[src/rtl/pattern_sequencer.sv]
// pattern_sequencer
// Chooses which of eight stored 16x16 patterns the board displays, and runs
// the handshake that asks the board to copy the chosen pattern.
// The index moves forward or backward on a key press. It can also move
// forward on its own after a programmable dwell time. Each change of index
// starts a load request, which the board acknowledges. If no acknowledge
// arrives in time, the request is abandoned and a sticky error flag is set.
//
// Parameters
//   DWELL_CYCLES : idle cycles between automatic advances (>= 2)
//   ACK_TIMEOUT  : maximum cycles spent waiting for load_ack (>= 2)
//
// Ports
//   clk      in   system clock, rising edge
//   reset    in   synchronous active-high reset
//   next_req in   debounced key level; a rising edge selects the next pattern
//   prev_req in   debounced key level; a rising edge selects the previous pattern
//   auto_en  in   enables automatic cycling through the patterns
//   load_ack in   board has copied the pattern on the mux output
//   select   out  registered 3-bit pattern mux select
//   load_req out  registered request asking the board to load the pattern
//   busy     out  high whenever the sequencer is not idle
//   load_err out  sticky flag, a load request timed out
module pattern_sequencer #(
    parameter int DWELL_CYCLES = 50000000,
    parameter int ACK_TIMEOUT  = 1024
) (
    input  logic       clk,
    input  logic       reset,
    input  logic       next_req,
    input  logic       prev_req,
    input  logic       auto_en,
    input  logic       load_ack,
    output logic [2:0] select,
    output logic       load_req,
    output logic       busy,
    output logic       load_err
);

    localparam int DW = $clog2(DWELL_CYCLES);
    localparam int WW = $clog2(ACK_TIMEOUT);
    localparam logic [DW-1:0] DWELL_LAST = DW'(DWELL_CYCLES - 1);
    localparam logic [WW-1:0] WAIT_LAST  = WW'(ACK_TIMEOUT - 1);

    typedef enum logic [1:0] {
        START = 2'd0,
        IDLE  = 2'd1,
        LOAD  = 2'd2
    } state_t;

    state_t          state_q, state_d;
    logic [2:0]      select_q, select_d;
    logic            loadReq_q, loadReq_d;
    logic            loadErr_q, loadErr_d;
    logic [DW-1:0]   dwell_q, dwell_d;
    logic [WW-1:0]   wait_q, wait_d;
    logic            nextKey_q, prevKey_q;
    logic            nextEdge, prevEdge;

    // The key history registers reset to 1. A key that is held down through
    // reset therefore looks already pressed, and releasing it later does not
    // produce a rising edge.
    assign nextEdge = next_req & ~nextKey_q;
    assign prevEdge = prev_req & ~prevKey_q;

    // State register and all registered outputs. The key history is updated
    // on every cycle, whatever the state. This means edges seen during START
    // or LOAD are thrown away rather than saved for later.
    always_ff @(posedge clk) begin
        if (reset) begin
            state_q   <= START;
            select_q  <= 3'd0;
            loadReq_q <= 1'b0;
            loadErr_q <= 1'b0;
            dwell_q   <= '0;
            wait_q    <= '0;
            nextKey_q <= 1'b1;
            prevKey_q <= 1'b1;
        end else begin
            state_q   <= state_d;
            select_q  <= select_d;
            loadReq_q <= loadReq_d;
            loadErr_q <= loadErr_d;
            dwell_q   <= dwell_d;
            wait_q    <= wait_d;
            nextKey_q <= next_req;
            prevKey_q <= prev_req;
        end
    end

    // Next-state logic. Both counters default to zero. They keep counting
    // only on the paths that explicitly carry them forward. As a result, the
    // dwell count clears outside IDLE, and the wait count restarts on every
    // new entry into LOAD.
    always_comb begin
        state_d   = state_q;
        select_d  = select_q;
        loadErr_d = loadErr_q;
        dwell_d   = '0;
        wait_d    = '0;

        case (state_q)
            START: begin
                state_d = LOAD;
            end

            IDLE: begin
                // A manual press wins over a dwell expiry in the same cycle.
                // Pressing both keys together cancels out. It still restarts
                // the dwell time, because dwell_d stays at its default of 0.
                if (nextEdge && !prevEdge) begin
                    select_d = select_q + 3'd1;
                    state_d  = LOAD;
                end else if (prevEdge && !nextEdge) begin
                    select_d = select_q - 3'd1;
                    state_d  = LOAD;
                end else if (!nextEdge && !prevEdge && auto_en) begin
                    if (dwell_q == DWELL_LAST) begin
                        select_d = select_q + 3'd1;
                        state_d  = LOAD;
                    end else begin
                        dwell_d = dwell_q + 1'b1;
                    end
                end
            end

            LOAD: begin
                // If the acknowledge arrives in the last allowed cycle, the
                // load still counts as successful.
                if (load_ack) begin
                    state_d = IDLE;
                end else if (wait_q == WAIT_LAST) begin
                    state_d   = IDLE;
                    loadErr_d = 1'b1;
                end else begin
                    wait_d = wait_q + 1'b1;
                end
            end

            default: begin
                state_d = START;
            end
        endcase

        loadReq_d = (state_d == LOAD);
    end

    assign select   = select_q;
    assign load_req = loadReq_q;
    assign load_err = loadErr_q;
    assign busy     = (state_q != IDLE);

endmodule

[config.mk]
export PLATFORM = sky130hd
export DESIGN_NAME = pattern_sequencer
export DESIGN_NICKNAME = d
export VERILOG_FILES = /design/src/rtl/pattern_sequencer.sv
export SDC_FILE = /design/constraint.sdc
export NUM_CORES = 1
export LEC_CHECK = 0
export ABC_AREA = 1
export ABC_CLOCK_PERIOD_IN_PS = 1800
export BUFFER_PORTS_ARGS = -buffer_cell sky130_fd_sc_hd__buf_2
export CORE_AREA = 2 2 102 104
export CTS_CLUSTER_DIAMETER = 40
export DETAILED_ROUTE_END_ITERATION = 7
export DIE_AREA = 0 0 104 106
export GPL_ROUTABILITY_DRIVEN = 0
export SYNTH_ARGS = -nofsm -noshare
export SYNTH_HDL_FRONTEND = slang
export SYNTH_SLANG_ARGS = --single-unit
[constraint.sdc]
create_clock -name clk -period 1.8 [get_ports clk]
set_input_delay 0.27 -clock clk [delete_from_list [all_inputs] [get_ports clk]]
set_output_delay 0.27 -clock clk [all_outputs]
set_load 0.02 [all_outputs]
# Word level (Yosys, flattened, before mapping)
# Index checks and enable logic that the tools add are counted.
# op_classes
eq_ne,6
addsub,4
mux,11
n_reduce_logical,13
n_bitwise,8
# ops
op,count
26-bit by 1-bit adder with 26-bit output (second input constant),1
26-bit == test (second input constant),1
2-bit 2-to-1 mux,6
3-bit 2-to-1 mux,4
10-bit by 1-bit adder with 10-bit output (second input constant),1
10-bit == test (second input constant),1
1-bit inverter,6
2-bit one-hot mux with 3 select lines,1
3-bit AND reduction,2
3-bit nonzero test,2
6-bit OR reduction,1
2-bit == test (second input constant),2
1-bit logical AND,4
4-bit OR reduction,1
3-bit by 1-bit adder with 3-bit output (second input constant),1
3-bit by 1-bit subtractor with 3-bit output (second input constant),1
1-bit AND,2
2-bit by 1-bit == test with 1-bit output (second input constant),1
1-bit zero test,2
2-bit zero test,1
2-bit by 1-bit inequality test with 1-bit output (second input constant),1
# totals
input_bits,6
reg_bits,45
wordCells,50
out_inout_bits,6

# Logic depth before layout (Yosys ltp)
# depth
depth_word,10
mapped_depth,12
depth_no_buf,12

# Worst setup path after synthesis
# Ideal clock, no wire load.
# synth_path
path_kind,input-to-reg
start,input next_req
end,register dwell_q[23]
arrival_ps,1464
setup_time_ps,64
n_path_buf,1
required_time_ps,1736
path_stages,12
setup_slack_ps,272
path_cell_list,inv_1 -> nor2_1 -> inv_1 -> ha_1 -> nor2_1 -> nand2_1 -> nor3_2 -> nand2_2 -> inv_2 -> buf_6 -> nand2_1 -> nor2_1
# synth_via
elab_chain_cells,6
elab_cells_between_ends,8
classes_between,2 x bitwise; 6 x reduce/logical
# synth_lines
item,line,rtl
from (decl),30,"input logic next_req,"
1-bit AND (*),63,assign nextEdge = next_req & ~nextKey_q;
1-bit zero test,"114, 117",
1-bit logical AND (2 in a row),117,end else if (!nextEdge && !prevEdge && auto_en) begin
1-bit inverter (no source line),n/a,
6-bit OR reduction (no source line) (*),n/a,
to (signal assigned),84,dwell_q <= dwell_d;
to (decl),55,"logic [DW-1:0] dwell_q, dwell_d;"
# Every way passes the cells marked *; elsewhere a longest branch is shown, timed or not.
# A chain may end at the register's enable or synchronous reset.

# Final worst setup path
# layout_path
start,register dwell_q[0]
end,register dwell_q[20]
# layout_via
elab_chain_cells,2
elab_cells_between_ends,3
classes_between,1 x add/sub; 1 x eq/ne; 1 x reduce/logical
# layout_lines
item
"parallel branches: the longest is 2 deep, another holds 26-bit by 1-bit adder with 26-bit output"
# Parallel ways; which one is timed is not known.

==> impl_summary.txt <==
----------------------------------------------------
[Outcome]
  Run status ... finished, final reports clean

[Synth]
  Area share of the largest cell type after synthesis ... 0.388
  Mean area per synthesized cell ... 6.99 sq um
  Area of the mapped netlist ... 2320 sq um
  Sequential share of the synthesized area ... 0.388
  Total number of yosys warnings ... 0
  Number of instances in the synthesized netlist ... 332
  Synth area leaders ... dfxtp_1, nand2_1, nor2_1
  FFs w/ async S/R, synth ... 0
  Number of distinct library cell variants in the gate-level netlist after synthesis ... 29
  Seq cells post-synth ... 45
  Dominant synthesized flop cell ... dfxtp_1
  Area leader, netlist ... dfxtp_1
  EDFF count, synth ... 0
  Syn_nets ... 345

[Clock tree]
  Number of buffers inserted by post-CTS setup repair ... 0
  Buffer depth of the longest clock path ... 2
  Sinks on the clock net ... 45
  Clock tree root driver cell ... clkbuf_8
  Total of hold buffers inserted after clock tree synthesis ... 0
  Worst-path clk slew ... 0.09 ns
  CTS buffer count ... 5
  # resized after CTS ... 0
  Maximum level of the CTS H-tree ... 2
  TritonCTS clock tree ... done
  Clock latency at the later pin of the worst-skew pair ... 0.29 ns

[Min path]
  Worst hold path stage count ... 3
  Tightest Hold Check Type ... in2reg

[Critical path]
  Worst EP arrival ... 1.83 ns
  Worst Path Required ... 1.99 ns
  Critical path capture point type ... register
  Setup CP Type ... reg2reg
  CP max FO ... 7
  Critical Path Start Type ... register
  R2R cell count ... 10

[Die]
  Horizontal extent of the die ... 104 um
  Core Box Area ... 10000 sq um
  Die outline height ... 106 um
  Number of top-level pins ... 12
  Starting density of the core ... 0.232
  Num rows ... 37
  Die Area ... 11000 sq um

[STA]
  RSZ-0062 raised after global routing ... false
  WHS ... 0.157 ns
  Maximum clock frequency ... 613 MHz
  Worst-Margin Slew ... 0.409 ns
  Time the worst path needs with I/O delays and setup ... 1.63 ns
  Fin Setup TNS ... 0 ns
  Worst setup skew after layout ... 0.0130 ns
  Hold violation count in the final report ... 0
  Slew Viols, Final ... 0
  Share of the cycle needed by the critical path after routing ... 0.907
  Slew Limit Headroom ... 0.725
  Worst setup margin ... 0.168 ns
  Total of endpoints with negative setup slack in the final report ... 0

[Cells and area]
  Antenna fix cells ... 0
  Share of layout cells above drive strength 1 ... 0.165
  Most frequent standard cell in the layout excluding fill and tap cells ... nand2_1
  Filler-free cell count of the finished design ... 488
  Final instance area ... 2670 sq um
  Nets ... 364
  Area growth, synth to finish ... 14.9%
  Commonest cells after routing, fill and taps aside ... nand2_1, nor2_1, dfxtp_1

[Placement]
  Post-Place Cell Area ... 2550 sq um
  Placed wire-length estimate after detailed placement ... 3510 um
  Number of I/O port buffers ... 11
  Total instance count after detailed placement ... 480
  DP Worst Slack ... 0.0675 ns

[Power and ir drop]
  LEAKAGE ... 0.000986 uW
  Internal ... 1350 uW
  Peak supply drop ... 0.528 mV
  Logic gate share of total power ... 0.042
  Net switching power ... 406 uW
  Relative contribution of sequential cells to total power ... 0.577
  Share of total power in the clock network ... 0.382
  Switching power as a share of total power ... 0.231
  Cell area power density ... 657 nW/um^2

[Global route]
  Met2 demand-to-capacity share in global routing ... 0.153
  Largest net degree at the start of global routing ... 16
  Met1 track demand over resource ... 0.100
  GR Util met3 ... 0.0202
  Layer with the highest usage ... met2
  GRT Resource Usage Total ... 0.0844
  Via count of the first global-routing pass ... 1932
  Number of antenna violations at the first check in global routing ... 0
  GRT overflow ... 0
  Wire length of the first global-routing pass ... 7970 um

[Detailed routing]
  Remaining routing DRC violations ... 0
  Final routed wire length divided by cell count ... 9.20 um
  Routed via count divided by cell count ... 4.02
  Total detailed-routing wirelength ... 4490 um
  First-pass iteration count of the detailed router ... 4
  Number of vias in the routed layout ... 1963
  Antenna-violating nets left ... 0
  Number of DRC markers in iteration 0 ... 74

[Run]
  Number of max-cap violations ... 0

----------------------------------------------------
routing by layer:
layer	up-vias	wire length, um
met4	0	13
met1	872	2170
met2	13	2180
li1	1076	-
met5	-	0
met3	2	120
cells by family after synthesis:
group	share of synthesized area
adder cells (fa/ha/maj)	0.0377
flip-flops	0.388
AO/OA/AOI/OAI	0.0463
AND/OR/NAND/NOR	0.412
XOR/XNOR	0.0302
buffers and inverters	0.0862
stage by stage:
stage	utilization	power, uW
2_1_floorplan	-	1080
3_3_place_gp	0.255	1110
3_5_place_dp	0.255	1110
4_1_cts	0.265	1780
5_1_grt	0.267	1830
6_report	0.267	1750
state kept, by name, summed over array words and instances, names as in the netlist:
name       flops
dwell_q       26
load_err       1
load_req       1
nextKey_q      1
prevKey_q      1
select         3
state_q        2
wait_q        10
synth_stat cells, drive strengths merged (3+ instances only):
master  number
xor2         7
nor2        75
buf          3
inv         47
nor3b        5
nand2       76
nand3       18
a21oi       13
o21ai        3
nand4        7
dfxtp       45
nor3        15
ha           7
layout make-up:
cell class | instances | area (sq um)
multi-input cells | 237 | 1230
flip-flops and latches | 45 | 901
well taps | 136 | 170
inverters | 47 | 179
clock buffers | 6 | 82.6
clock inverters | 2 | 16.3
fillers | 1133 | 7330
repair buffers | 15 | 85.1
power groups by stage:
stage | Sequential [uW] | Combinational, uW | Clock [uW]
after CTS | 1010 | 72.7 | 698
after detailed placement | 1030 | 72.1 | 0
final | 1010 | 72.8 | 670
after global placement | 1030 | 71.2 | 0
after global routing | 1010 | 83.9 | 733
after floorplan | 1040 | 44.4 | 0
final timing paths:
check | end | slack [ns] | from
setup / recovery | dwell_q[20] | 0.17 | dwell_q[0]
hold reg to reg | wait_q[5] | 0.45 | wait_q[5]
hold / removal | prevKey_q | 0.16 | prev_req
setup reg to reg | dwell_q[20] | 0.17 | dwell_q[0]
critical path: stages, from the launching register on:
cell,delay (ns)
dfxtp_1,0.38
ha_2,0.22
nand2_2,0.08
nor2_4,0.12
nand2_2,0.08
nor2_4,0.13
nand2_2,0.08
nor2_4,0.17
nand3_2,0.09
nor2_1,0.12
nor2_2,0.05
Power figures use the tool's default switching activity.
